## src/rtl/rr_grant_ctrl_pkg.sv

```systemverilog
// Shared definitions for the round-robin grant controller: state encoding,
// hold counter width and the index-width helper.
package rr_grant_ctrl_pkg;

  typedef enum logic [1:0] {
    ST_IDLE = 2'b00,
    ST_OWN  = 2'b01,
    ST_GAP  = 2'b10
  } state_t;

  localparam int HOLD_W = 8;

  // Width of an index into n requesters; never narrower than one bit.
  function automatic int id_width(input int n);
    return (n > 1) ? $clog2(n) : 1;
  endfunction

endpackage

```

## src/rtl/rr_grant_ctrl_if.sv

```systemverilog
// Requester-side bus of the grant controller. master = requesters,
// slave = the arbiter.
interface rr_grant_ctrl_if #(
  parameter int N_REQ = 4
);
  import rr_grant_ctrl_pkg::*;

  localparam int W = id_width(N_REQ);

  logic [N_REQ-1:0] req;
  logic             rel;
  logic [N_REQ-1:0] gnt;
  logic [W-1:0]     gnt_id;
  logic             busy;
  logic             timeout;

  modport master (output req, rel, input gnt, gnt_id, busy, timeout);
  modport slave  (input req, rel, output gnt, gnt_id, busy, timeout);

endinterface

```

## src/rtl/rr_pick.sv

```systemverilog
// Combinational round-robin pick: first set request scanning upward from
// ptr, modulo N_REQ.
module rr_pick #(
  parameter int N_REQ = 4,
  parameter int W     = 2
) (
  input  logic [N_REQ-1:0] req,
  input  logic [W-1:0]     ptr,
  output logic             valid,
  output logic [W-1:0]     winner
);

  logic [2*N_REQ-1:0] req_dbl;
  logic [N_REQ-1:0]   rot;
  logic               found;

  // Rotate so that bit 0 of rot corresponds to requester ptr.
  assign req_dbl = {req, req};
  assign rot     = N_REQ'(req_dbl >> ptr);
  assign valid   = |req;

  always_comb begin
    winner = '0;
    found  = 1'b0;
    for (int i = 0; i < N_REQ; i++) begin
      if (!found && rot[i]) begin
        found  = 1'b1;
        winner = W'((int'(ptr) + i) % N_REQ);
      end
    end
  end

endmodule

```

## src/rtl/rr_grant_ctrl.sv

```systemverilog
// Round-robin single-owner grant controller with a one-cycle gap between owners.
// Define RR_GRANT_HOLD_TIMEOUT_EN to revoke ownership after MAX_HOLD cycles.
module rr_grant_ctrl
  import rr_grant_ctrl_pkg::*;
#(
  parameter int N_REQ    = 4,
  parameter int MAX_HOLD = 8
) (
  input logic            clk,
  input logic            rst,
  rr_grant_ctrl_if.slave bus
);

  localparam int W = id_width(N_REQ);

  if (N_REQ < 2 || N_REQ > 16 || MAX_HOLD < 2 || MAX_HOLD > 255) begin : g_bad_param
    $error("rr_grant_ctrl: parameter out of range");
  end

  state_t           state_reg;
  logic [N_REQ-1:0] gnt_reg;
  logic [W-1:0]     gnt_id_reg;
  logic [W-1:0]     ptr_reg;
  logic             busy_reg;
  logic             pick_valid;
  logic [W-1:0]     pick_id;
  logic [W-1:0]     ptr_next;
  logic             owner_drop;
  logic             hold_expired;
  logic             exit_own;
  logic             forced;

  rr_pick #(.N_REQ(N_REQ), .W(W)) u_pick (
    .req    (bus.req),
    .ptr    (ptr_reg),
    .valid  (pick_valid),
    .winner (pick_id)
  );

`ifdef RR_GRANT_HOLD_TIMEOUT_EN
  logic [HOLD_W-1:0] hold_cnt_reg;
  logic              timeout_reg;
  assign hold_expired = (hold_cnt_reg == HOLD_W'(MAX_HOLD - 1));
  assign bus.timeout  = timeout_reg;
`else
  assign hold_expired = 1'b0;
  assign bus.timeout  = 1'b0;
`endif

  assign owner_drop = !bus.req[gnt_id_reg];
  assign exit_own   = bus.rel | owner_drop | hold_expired;
  // A voluntary exit wins over a coincident hold expiry.
  assign forced     = hold_expired & !bus.rel & !owner_drop;
  assign ptr_next   = (gnt_id_reg == W'(N_REQ - 1)) ? '0 : gnt_id_reg + W'(1);

  always_ff @(posedge clk) begin
    if (!rst) begin
      state_reg   <= ST_IDLE;
      gnt_reg     <= '0;
      gnt_id_reg  <= '0;
      ptr_reg     <= '0;
      busy_reg    <= 1'b0;
`ifdef RR_GRANT_HOLD_TIMEOUT_EN
      hold_cnt_reg <= '0;
      timeout_reg  <= 1'b0;
`endif
    end else begin
      case (state_reg)
        ST_IDLE, ST_GAP: begin
`ifdef RR_GRANT_HOLD_TIMEOUT_EN
          timeout_reg  <= 1'b0;
          hold_cnt_reg <= '0;
`endif
          if (pick_valid) begin
            state_reg  <= ST_OWN;
            gnt_reg    <= N_REQ'(1) << pick_id;
            gnt_id_reg <= pick_id;
            busy_reg   <= 1'b1;
          end else begin
            state_reg  <= ST_IDLE;
            gnt_reg    <= '0;
            gnt_id_reg <= '0;
            busy_reg   <= 1'b0;
          end
        end
        ST_OWN: begin
          if (exit_own) begin
            state_reg  <= ST_GAP;
            gnt_reg    <= '0;
            gnt_id_reg <= '0;
            busy_reg   <= 1'b0;
            ptr_reg    <= ptr_next;
`ifdef RR_GRANT_HOLD_TIMEOUT_EN
            timeout_reg  <= forced;
            hold_cnt_reg <= '0;
          end else begin
            hold_cnt_reg <= hold_cnt_reg + HOLD_W'(1);
`endif
          end
        end
        default: begin
          state_reg  <= ST_IDLE;
          gnt_reg    <= '0;
          gnt_id_reg <= '0;
          busy_reg   <= 1'b0;
`ifdef RR_GRANT_HOLD_TIMEOUT_EN
          timeout_reg  <= 1'b0;
          hold_cnt_reg <= '0;
`endif
        end
      endcase
    end
  end

`ifndef RR_GRANT_HOLD_TIMEOUT_EN
  logic unused_forced;
  assign unused_forced = forced;
`endif

  assign bus.gnt    = gnt_reg;
  assign bus.gnt_id = gnt_id_reg;
  assign bus.busy   = busy_reg;

endmodule
```

## src/flat_wrapper.sv

```systemverilog
// flat-port wrapper written by rule: the top's interface ports become plain ports
module rr_grant_ctrl_flat import rr_grant_ctrl_pkg::*;
#(
  parameter int N_REQ    = 4,
  parameter int MAX_HOLD = 8
)
  (clk, rst, bus_req, bus_rel, bus_gnt, bus_gnt_id, bus_busy, bus_timeout);
  rr_grant_ctrl_if #(.N_REQ(N_REQ)) bus_i ();
  input logic clk;
  input logic rst;
  input wire logic [$bits(bus_i.req)-1:0] bus_req;
  input wire logic [$bits(bus_i.rel)-1:0] bus_rel;
  output wire logic [$bits(bus_i.gnt)-1:0] bus_gnt;
  output wire logic [$bits(bus_i.gnt_id)-1:0] bus_gnt_id;
  output wire logic [$bits(bus_i.busy)-1:0] bus_busy;
  output wire logic [$bits(bus_i.timeout)-1:0] bus_timeout;
  assign bus_i.req = bus_req;
  assign bus_i.rel = bus_rel;
  assign bus_gnt = bus_i.gnt;
  assign bus_gnt_id = bus_i.gnt_id;
  assign bus_busy = bus_i.busy;
  assign bus_timeout = bus_i.timeout;
  rr_grant_ctrl #(.N_REQ(N_REQ), .MAX_HOLD(MAX_HOLD)) u_core (.clk(clk), .rst(rst), .bus(bus_i));
endmodule
```

## config.mk

```make
export PLATFORM = sky130hd
export DESIGN_NAME = rr_grant_ctrl_flat
export DESIGN_NICKNAME = d
export VERILOG_FILES = /design/src/rtl/rr_grant_ctrl_pkg.sv /design/src/rtl/rr_grant_ctrl_if.sv /design/src/rtl/rr_pick.sv /design/src/rtl/rr_grant_ctrl.sv /design/src/flat_wrapper.sv
export SDC_FILE = /design/constraint.sdc
export NUM_CORES = 1
export LEC_CHECK = 0
export CORE_AREA = 2 2 39 41
export DETAILED_ROUTE_END_ITERATION = 7
export DIE_AREA = 0 0 41 43
export MAX_ROUTING_LAYER = met4
export PLACE_DENSITY = 0.69
export SLEW_MARGIN = 20
export SYNTH_ARGS = -nofsm -noshare
export SYNTH_HDL_FRONTEND = slang
export SYNTH_HIERARCHICAL = 1
export SYNTH_SLANG_ARGS = --single-unit
```

## constraint.sdc

```tcl
create_clock -name clk -period 1.96 [get_ports clk]
set_input_delay 0.392 -clock clk [delete_from_list [all_inputs] [get_ports clk]]
set_output_delay 0.392 -clock clk [all_outputs]
set_load 0.01 [all_outputs]
```

==> flow_summary.ini, run 1 <==
[worst_setup_path]
rr_startpoint = u_core/ptr_reg[1]$_SDFFE_PN0P_
crit_cells = 5
reg2regPathDepth = 5
crit_chain = clkdlybuf4s50_1 -> or4_1 -> nor2b_1 -> and3_1 -> a22o_2
worstPathMaxFanout = 4
crit_required_ns = 2.11
crit_type = primary input to flip-flop
worstReg2RegEnd = u_core/bus.gnt[0]$_SDFFE_PN0P_
worstSetupStartpointType = primary input
cp_num_buf_inv = 1
cp_top_family = simple AND/OR/NAND/NOR gates
end_kind = flip-flop
cpPeakStageDelay_ns = 0.53
setup.worst_path.end = u_core/bus.gnt[3]$_SDFFE_PN0P_
r2r_slack_ns = 0.46
cp-startpoint = bus_req[0]
crit_slowest_cell = or4_1
crit_arrival_ns = 1.92

[sta]
fmax_mhz = 564.8
fin_setup_tns_ns = 0
hold_viol_final = 0
fin_crit_ns = 1.771
rsz0062_at_grt = no
setup_violations = 0
fin_ws_ns = 0.1894
report.final.slew_viol_count = 0
fin_crit_sh_pct = 90.34
fin_skew_ns = 0.001549

[routing]
ant_nets = 0
via_per_inst = 4.947
vias = 465
wl_per_cell_um = 11.00
drt_wl_total_um = 1034
route.detailed.drc = 0
drt_iter0_drc = 3
first_pass_iters = 4

[pwr]
p_seq_share_pct = 44.1
switchingPower_w = 0.0001270
p_clk_share_pct = 34.1
p_int_w = 0.0003948
swShare_pct = 24.33
p_per_area_nw_per_um2 = 702.1
peakVddDrop_mv = 0.3198
power_leakage_nw = 0.3081
pwr-share-comb_pct = 21.8

[clocking]
clock_sinks = 10
cts_buffers = 3
ctsResizeCount = 0
h-tree-depth = 1
cts_hold_buf = 0
path_clk_slew_ns = 0.06
insertion_delay_ns = 0.26
cts_tree = built
cts_root_buffer = clkbuf_4
postCtsSetupBuffers = 0
clockBufferDepth = 2

[die]
die_x_um = 41
core_um2 = 1384
die-area_um2 = 1763
rows = 14
io_pins = 15
initial_core_util_pct = 38.34
die_y_um = 43

[finish]
largest_register_ffs = 4
n_antenna_cell = 0
nNetsFinal = 87
area_growth_pct = 40.09
layout-drive-gt1-share_pct = 23.08
nFillCells = 134

[global_route]
grt_use_total_pct = 13.44
grt_max_degree = 10
grt-ovfl-total = 0
grt_pass1_wl_um = 1580
grt_pass1_vias = 409
antenna_found_initial = 0

[synthesis]
netlist_instances = 58
seq_area_frac_synth_pct = 37.74
async_flop_share_pct = 0
ys_types = 25
synth_edf_count = 0
ys.warnings.count = 6
synth-seq-cells = 10
avgSynthCellArea_um2 = 9.147
synth_nets = 66
netlist_area_um2 = 530.5
ys.flop_type = dfxtp_1

[job]
drv_cap = 0

[placement]
gp_congestion = 0.7421
dp_hpwl_um = 803.9
preCtsSetupSlack_ns = -0.08181
port_buffers = 13

[hold_path]
hold_path_class = flip-flop to flip-flop
whs_path_depth = 2

[status]
status = finished, final reports clean
==> logic make-up (layout without fill, tap and decap cells) <==
kind of cell    after synthesis  in the layout  share of synthesized area (%)
simple gates                 22             22                          24.06
compound gates               14             14                          21.46
flops                        10             10                          37.74
mux                           5              5                          9.434
buf+inv                       5             25                          4.245
fa+ha+maj                     1              1                          2.358
other cells                   1              1                         0.7069
==> power groups by stage <==
stage          clock network [W]  registers (W)  logic [W]
6_report                0.000178       0.000230   0.000114
5_1_grt                 0.000189       0.000232   0.000125
4_1_cts                 0.000185       0.000230   0.000114
3_5_place_dp                   0       0.000235   0.000113
3_3_place_gp                   0       0.000235   0.000113
2_1_floorplan                  0       0.000237  0.0000587
==> cell type report <==
type	instances	area [µm²]	share of cell area [%]
Multi-Input combinational cell	43	307.8	41.41
Clock buffer	4	36.28	4.882
Tap cell	16	20.02	2.694
Inverter	3	11.26	1.515
Sequential cell	10	200.2	26.94
Timing Repair Buffer	18	167.7	22.56
==> stage by stage <==
stage / hold slack [ns] / std cells / instance area, µm² / power (W) / util, %
global placement: 0.4661 / 90 / 706.9 / 0.0003483 / 51.09
global route: 0.4999 / 94 / 743.2 / 0.0005465 / 53.71
CTS: 0.4821 / 94 / 743.2 / 0.0005294 / 53.71
finish: 0.4809 / 94 / 743.2 / 0.0005218 / 53.71
floorplan: 0.4482 / 58 / 530.5 / 0.0002957 / -
detailed placement: 0.4656 / 90 / 706.9 / 0.0003481 / 51.09
==> cells in the final DEF, fill, tap and decap left out <==
master and count:
o22ai_2 1, mux2i_1 5, nand2b_1 1, nor2b_4 1
nor2b_1 4, o2bb2a_1 1, o21ai_0 1, buf_4 5
a311oi_1 1, nor2_1 5, ha_1 1, clkbuf_4 3
clkdlybuf4s50_1 13, or2_1 1, nand2b_2 1, a21o_2 1
dfxtp_1 10, clkbuf_8 1, and3_1 1, a32oi_1 1
nand2_1 6, a22o_2 4, inv_1 3, or4_1 1
nor3b_2 1, a21oi_1 4, conb_1 1
==> routing by layer <==
| metal | track usage, % | vias up | wire, µm |
|---|---|---|---|
| li1 | - | 245 | - |
| met1 | 16.67 | 206 | 502 |
| met2 | 20.00 | 14 | 479 |
| met3 | 4.712 | 0 | 52 |
| met4 | 4.000 | 0 | 0 |
| met5 | - | - | 0 |
==> worst reg2reg max path: cells and delay by family (launching register included) <==
family,cells,cell delay (ns)
AND/OR/NAND/NOR,1,0.05
flip-flops,1,0.42
buffers and inverters,1,0.11
multiplexers,1,0.22
AO/OA/AOI/OAI,2,0.59
==> worst min-delay path by stage <==
stage / startpoint / endpoint / slack, ns
after CTS: u_core/ptr_reg[0]$_SDFFE_PN0P_ / u_core/ptr_reg[0]$_SDFFE_PN0P_ / 0.48
after detailed placement: u_core/ptr_reg[0]$_SDFFE_PN0P_ / u_core/ptr_reg[0]$_SDFFE_PN0P_ / 0.47
final: u_core/ptr_reg[0]$_SDFFE_PN0P_ / u_core/ptr_reg[0]$_SDFFE_PN0P_ / 0.48
after global routing: u_core/ptr_reg[0]$_SDFFE_PN0P_ / u_core/ptr_reg[0]$_SDFFE_PN0P_ / 0.50
after floorplan: u_core/ptr_reg[0]$_SDFFE_PN0P_ / u_core/ptr_reg[0]$_SDFFE_PN0P_ / 0.45
after global placement: u_core/ptr_reg[0]$_SDFFE_PN0P_ / u_core/ptr_reg[0]$_SDFFE_PN0P_ / 0.47
==> synthesized netlist by cell type, types with 3 or more instances <==
| cell | count | area, µm² |
|---|---|---|
| nand2_1 | 6 | 22.52 |
| mux2i_1 | 5 | 50.05 |
| nor2b_1 | 4 | 25.02 |
| a22o_2 | 4 | 40.04 |
| a21oi_1 | 4 | 20.02 |
| inv_1 | 3 | 11.26 |
| dfxtp_1 | 10 | 200.2 |
| nor2_1 | 5 | 18.77 |
Note: power is estimated with default switching activity, not from simulation.
==> run 2: changes to the inputs <==
HOLD_SLACK_MARGIN = 0.02   (was unset)
==> results of run 2 <==
The final DEF is identical to that of run 1; final timing and power are the same.
==> RTL change 1: new RTL, settings of run 2 <==
`N_REQ` is set to 4 in 4 places; all go to 3.
--- a/src/rtl/rr_grant_ctrl_if.sv
+++ b/src/rtl/rr_grant_ctrl_if.sv
@@ -2,5 +2,5 @@
 // slave = the arbiter.
 interface rr_grant_ctrl_if #(
-  parameter int N_REQ = 4
+  parameter int N_REQ = 3
 );
   import rr_grant_ctrl_pkg::*;
--- a/src/rtl/rr_pick.sv
+++ b/src/rtl/rr_pick.sv
@@ -2,5 +2,5 @@
 // ptr, modulo N_REQ.
 module rr_pick #(
-  parameter int N_REQ = 4,
+  parameter int N_REQ = 3,
   parameter int W     = 2
 ) (
--- a/src/rtl/rr_grant_ctrl.sv
+++ b/src/rtl/rr_grant_ctrl.sv
@@ -4,5 +4,5 @@
   import rr_grant_ctrl_pkg::*;
 #(
-  parameter int N_REQ    = 4,
+  parameter int N_REQ    = 3,
   parameter int MAX_HOLD = 8
 ) (
--- a/src/flat_wrapper.sv
+++ b/src/flat_wrapper.sv
@@ -2,5 +2,5 @@
 module rr_grant_ctrl_flat import rr_grant_ctrl_pkg::*;
 #(
-  parameter int N_REQ    = 4,
+  parameter int N_REQ    = 3,
   parameter int MAX_HOLD = 8
 )
Ports: changed (resized bus_gnt and bus_req); port bits go from 15 to 13. No check against the original RTL was run, so the function may have changed too.
==> RTL change 1 against run 2 <==
Combinational power increased by 40%. Synthesized cell count rose by 12%. Sequential cell count down 1. Worst hold slack got worse by 13 ps. Routed wire length up 23%. Critical endpoint is now u_core/bus.gnt[0]. Area after synthesis is 12% higher. Critical path depth stayed put. Highest routed layer is now met4. Largest power group unchanged. Total power is 0.25% lower. Design area rose by 9.1%. Utilization grew 4.9 points. Setup slack lost 110 ps.
==> RTL change 1: results (changes against run 2) <==
{| class="wikitable"
! Metric !! Value
|-
| Top cells by area, synth || sky130_fd_sc_hd__dfxtp_1 30%, sky130_fd_sc_hd__ha_1 8.4%, sky130_fd_sc_hd__nor4b_1 5.9%
|-
| Largest net degree at the start of global routing || 9 (-1)
|-
| Max clock buf depth || 2 (unchanged)
|-
| Nets@finish || 96 (+10%)
|-
| Vias post-DR || 557 (+20%)
|-
| Count of different cell masters after synthesis || 29 (+16%)
|-
| Critical R2R Capture || u_core/bus.gnt[0]
|-
| Worst voltage drop across the vdd grid || 342 µV (+7.0%)
|-
| Gp weighted congestion || 0.791 (+6.5%)
|-
| Buffers on Ports || 11 (-2)
|-
| Vias/cell || 5.51 (+11%)
|-
| Via count of the first global-routing pass || 467 (+14%)
|-
| Biggest fanout along the worst timing path || 7 (+3)
|-
| GRT Resource Usage Total || 0.166 (+0.0317)
|-
| Fraction of final layout cells with drive strength greater than 1 || 0.165 (-0.0661)
|-
| Top post-synthesis cells by count || 9 x sky130_fd_sc_hd__dfxtp_1, 9 x sky130_fd_sc_hd__nand2_1, 6 x sky130_fd_sc_hd__nor2_1
|-
| Htree depth || 1 (unchanged)
|-
| Half-perimeter wire length of the detailed placement result || 949 µm (+18%)
|-
| Final worst clock skew || 8.19 ps (+6.64 ps)
|-
| Max FFs per register || 3 (-1)
|-
| Post-Place Cell Area || 764 µm² (+8.1%)
|-
| Root buffer cell || sky130_fd_sc_hd__clkbuf_4
|-
| Top cell family by delay on the critical path || compound AO/OA/AOI/OAI gates
|-
| Worst setup startpoint || u_core/ptr_reg[0]
|-
| Clock buffer count from CTS || 3 (unchanged)
|-
| Critical-path cell with the highest stage delay || sky130_fd_sc_hd__dfxtp_1
|-
| Iteration count of the initial detailed-routing pass || 4 (unchanged)
|-
| Wire length of the first global-routing pass || 1.92 mm (+21%)
|-
| Worst-skew pair later-pin latency || 260 ps (about the same)
|-
| Drt initial violations || 17 (+14)
|-
| Worst Path Class, Setup || reg -> reg
|-
| Min-Delay Path Class || reg -> reg
|-
| Setup slack of the most critical reg-to-reg path || 80 ps (-380 ps)
|-
| Run status || complete, no violations
|-
| Sw Ratio || 0.300 (+0.0566)
|-
| # diodes || 0 (unchanged)
|-
| Proportion of register bits with asynchronous set or reset after synthesis || 0 (unchanged)
|-
| Top flip-flop cell by instance count after synthesis || sky130_fd_sc_hd__dfxtp_1
|-
| Mean instance size in the synthesized netlist || 9.18 µm² (+0.38%)
|-
| Largest stage delay on the critical path || 450 ps (-80 ps)
|-
| Warnings, synthesis || 6 (unchanged)
|-
| Synthesized Nets || 75 (+14%)
|-
| Core Footprint || 0.00138 mm² (unchanged)
|-
| Clock slew at the register clock pins of the worst setup and hold paths || 60 ps (about the same)
|-
| Portion of the post-synthesis area used by sequential elements || 0.302 (-0.0755)
|-
| Antenna violations before repair || 0 (unchanged)
|-
| Worst Reg2Reg Path Length in Cells || 5 (unchanged)
|-
| Average wire length per cell after detail routing || 12.5 µm (+14%)
|-
| Leakage || 0.344 nW (+12%)
|-
| Number of cells after detailed placement || 97 (+7.8%)
|}
[RTL change 1: cell types whose count changed after synthesis, sizes merged, moves of 2 or more]
cell    change
nor2b       -4
mux2i       -3
and2        +2
a22o        -4
nand2       +3
or3         +2
nor4b       +4
a221o       +3
and3b       +3
a21oi       -3
ha          +3
nand3b      +2
[RTL change 1: area by class of cell]
type | instances | area [µm²]
Clock buffer | 4 | 26.3
Tap cell | 16 | 20.0
Timing Repair Buffer | 17 | 163
Fill cell | 117 | 573
Inverter | 2 | 7.51
Sequential cell | 9 | 180
Multi-Input combinational cell | 53 | 414
[RTL change 1: power by group through the flow]
stage                     Combinational (mW)  Clock, mW  Sequential [mW]
after floorplan                       0.0845          0            0.224
after global placement                 0.152          0            0.222
after detailed placement               0.153          0            0.222
after CTS                              0.154      0.151            0.218
after global routing                   0.175      0.156            0.220
final                                  0.160      0.143            0.217
[RTL change 1: cell families (layout without fill, tap and decap cells)]
group,after synthesis,after routing,share of synthesized area
multiplexers,3,3,0.0587
AO/OA/AOI/OAI,11,11,0.178
other,1,1,0.00628
flip-flops,9,9,0.302
XOR/XNOR,1,1,0.0147
AND/OR/NAND/NOR,33,33,0.331
buffers and inverters,3,23,0.0252
adder cells (fa/ha/maj),4,4,0.0839
[RTL change 1: how the worst min path moves through the flow]
stage	from	end	slack, ps	cells after the start
finish	u_core/bus.gnt[2]	u_core/bus.gnt[2]	470	2
global route	u_core/bus.gnt[2]	u_core/bus.gnt[2]	500	2
CTS	u_core/bus.gnt[0]	u_core/bus.gnt[0]	460	2
detailed placement	u_core/bus.gnt[2]	u_core/bus.gnt[2]	460	2
global placement	u_core/bus.gnt[0]	u_core/bus.gnt[0]	450	2
floorplan	u_core/bus.gnt[2]	u_core/bus.gnt[2]	480	2
[RTL change 1: repair_timing]
action | 4_1_cts | 5_1_grt
resized for setup | 0 | 5
hold endpoints to repair | 0 | 0
pin swaps | 2 | 1
endpoints found under the setup margin | 1 | 5
setup buffers | 0 | 0
[RTL change 1: metal layers]
metal,wire length [µm],part of all wire,track usage,up-vias
li1,-,-,-,279
met1,551,0.43,0.208,260
met2,651,0.51,0.228,16
met3,57,0.045,0.0785,2
met4,6,0.0047,0.0600,0
met5,0,0,-,-
[RTL change 1: worst min-delay path, cell delays in order (launching register included)]
cell and delay, ps:
sky130_fd_sc_hd__dfxtp_1 310, sky130_fd_sc_hd__nand2_1 50, sky130_fd_sc_hd__o22ai_1 50
[RTL change 1: stage by stage]
step / worst slack, ps / utilization
floorplan: 241 / -
global placement: -269 / 0.552
detailed placement: -291 / 0.552
CTS: 21.5 / 0.571
global route: -21.1 / 0.586
finish: 76.5 / 0.586
==> RTL change 2: new RTL, flow settings as in run 2 <==
Without the edit above. The 3 states of `state_t` get a one-hot encoding in 3 bits.
--- a/src/rtl/rr_grant_ctrl_pkg.sv
+++ b/src/rtl/rr_grant_ctrl_pkg.sv
@@ -3,8 +3,8 @@
 package rr_grant_ctrl_pkg;
 
-  typedef enum logic [1:0] {
-    ST_IDLE = 2'b00,
-    ST_OWN  = 2'b01,
-    ST_GAP  = 2'b10
+  typedef enum logic [2:0] {
+    ST_IDLE = 3'b001,
+    ST_OWN  = 3'b010,
+    ST_GAP  = 3'b100
   } state_t;
 
Behaviour: same outputs for any inputs over 10 cycles, from zero or initial values and one cycle with rst low; not proved beyond that.
==> RTL change 2 against run 2 <==
Design area grew 11%. Routed wire length grew 25%. Sequential cell count is 2 higher. Clock power is 8% higher. Setup slack lost 87 ps. Total power grew 28%. Sequential power up 30%. Area after synthesis grew 14%. Cell count rose by 12%. Largest cell class unchanged. Largest power group unchanged.
==> RTL change 2: results (changes against run 2) <==
{| class="wikitable"
! Metric !! Value
|-
| Run status || complete, no violations
|-
| Iteration count of the initial detailed-routing pass || 4 (unchanged)
|-
| Count of different cell masters after synthesis || 28 (+12%)
|-
| # diodes || 0 (unchanged)
|-
| Fraction of final layout cells with drive strength greater than 1 || 0.146 (-0.0847)
|-
| Share of synthesized area spent on multiplexers || 0.0828 (-0.0115)
|-
| Half-perimeter wire length of the detailed placement result || 1.04 mm (+30%)
|-
| Synthesized Nets || 76 (+15%)
|-
| Gp weighted congestion || 0.782 (+5.4%)
|-
| Endpoint arrival time on the critical path || 2010 ps (+90 ps)
|-
| GRT Resource Usage Total || 0.183 (+0.0488)
|-
| Top cells by area, synth || sky130_fd_sc_hd__dfxtp_1 40%, sky130_fd_sc_hd__mux2i_1 8.3%, sky130_fd_sc_hd__nand2_1 5.0%
|-
| Number of setup buffers added after CTS || 0 (unchanged)
|-
| Htree depth || 1 (unchanged)
|-
| Mean instance size in the synthesized netlist || 8.89 µm² (-2.8%)
|-
| Via count of the first global-routing pass || 540 (+32%)
|-
| Min-Delay Path Class || reg -> reg
|-
| Leakage || 0.332 nW (+7.9%)
|-
| Nets@finish || 98 (+13%)
|-
| Compound-gate portion of the synthesized area || 0.228 (+0.0131)
|-
| Warnings, synthesis || 6 (unchanged)
|-
| Largest net degree at the start of global routing || 8 (-2)
|-
| Max clock buf depth || 2 (unchanged)
|-
| Final worst clock skew || 9.72 ps (+8.17 ps)
|-
| Average wire length per cell after detail routing || 12.3 µm (+12%)
|-
| Buffers on Ports || 13 (unchanged)
|-
| Clock slew at the register clock pins of the worst setup and hold paths || 70 ps
|-
| Drt initial violations || 5 (+2)
|-
| Proportion of register bits with asynchronous set or reset after synthesis || 0 (unchanged)
|-
| Antenna violations before repair || 0 (unchanged)
|-
| Top cell family by delay on the critical path || simple AND/OR/NAND/NOR gates
|-
| Wire length of the first global-routing pass || 2.20 mm (+39%)
|-
| Number of inserted filler cells in the final layout || 133 (-0.75%)
|-
| Worst voltage drop across the vdd grid || 532 µV (+66%)
|-
| Vias post-DR || 567 (+22%)
|-
| Number of cells upsized or downsized after cts || 0 (unchanged)
|-
| Portion of the post-synthesis area used by sequential elements || 0.398 (+0.0202)
|-
| XOR/XNOR Fraction of Synth Area || 0.0145 (+0.0145)
|-
| Biggest fanout along the worst timing path || 6 (+2)
|-
| Area share of fa/ha/maj cells after synthesis || 0.0207 (-0.00288)
|-
| Number of cells after detailed placement || 101 (+12%)
|-
| Largest stage delay on the critical path || 540 ps
|-
| Max FFs per register || 4 (unchanged)
|-
| Root buffer cell || sky130_fd_sc_hd__clkbuf_4
|-
| Top post-synthesis cells by count || 12 x sky130_fd_sc_hd__dfxtp_1, 8 x sky130_fd_sc_hd__nand2_1, 6 x sky130_fd_sc_hd__nor2_1
|-
| Clock buffer count from CTS || 3 (unchanged)
|-
| Critical-path cell with the highest stage delay || sky130_fd_sc_hd__or4_1
|-
| Worst-skew pair later-pin latency || 270 ps
|-
| Layout Cells excl Fill || 105 (+12%)
|}
==> RTL change 2: per-layer routing <==
layer	track usage	up-vias	wire [µm]
met1	0.230	268	628
met2	0.288	11	604
met3	0.0471	0	55
li1	-	288	-
met4	0.0400	0	0
met5	-	-	0
==> RTL change 2: layout make-up <==
class	instances	area share
Tap cell	16	0.0243
Multi-Input combinational cell	52	0.418
Sequential cell	12	0.292
Clock buffer	4	0.0441
Inverter	2	0.00912
Timing Repair Buffer	19	0.213
==> RTL change 2: worst reg2reg max path: stages (launching register included) <==
cell	delay, ps
sky130_fd_sc_hd__dfxtp_1	430
sky130_fd_sc_hd__mux2i_1	210
sky130_fd_sc_hd__nor2_1	50
sky130_fd_sc_hd__a311oi_1	240
sky130_fd_sc_hd__buf_4	180
sky130_fd_sc_hd__nor2_1	50
sky130_fd_sc_hd__a22o_1	200
==> RTL change 2: through the flow <==
stage	hold slack [ps]	setup slack, ps	setup TNS, ps	util	instance area (µm²)
after floorplan	448	257	0	-	604
after global placement	452	-146	-559	0.569	787
after detailed placement	448	-172	-693	0.569	787
after CTS	474	111	0	0.595	823
after global routing	488	49.7	0	0.595	823
final	469	103	0	0.595	823
==> RTL change 2: path summary, 6_finish.rpt <==
kind                                         from           endpoint  slack [ps]  cells past startpoint
worst max-delay path                   bus_req[0]  u_core/bus.gnt[3]         100                      5
worst min register to register  u_core/bus.gnt[2]  u_core/bus.gnt[2]         470                      1
worst min-delay path            u_core/bus.gnt[2]  u_core/bus.gnt[2]         470                      1
worst max register to register  u_core/ptr_reg[1]  u_core/bus.gnt[0]         490                      6
==> RTL change 2: where the power goes <==
group | internal, mW | switching (mW) | leakage [nW]
Clock | 0.113 | 0.0799 | 0.0210
Sequential | 0.272 | 0.0271 | 0.0981
Combinational | 0.0961 | 0.0823 | 0.213
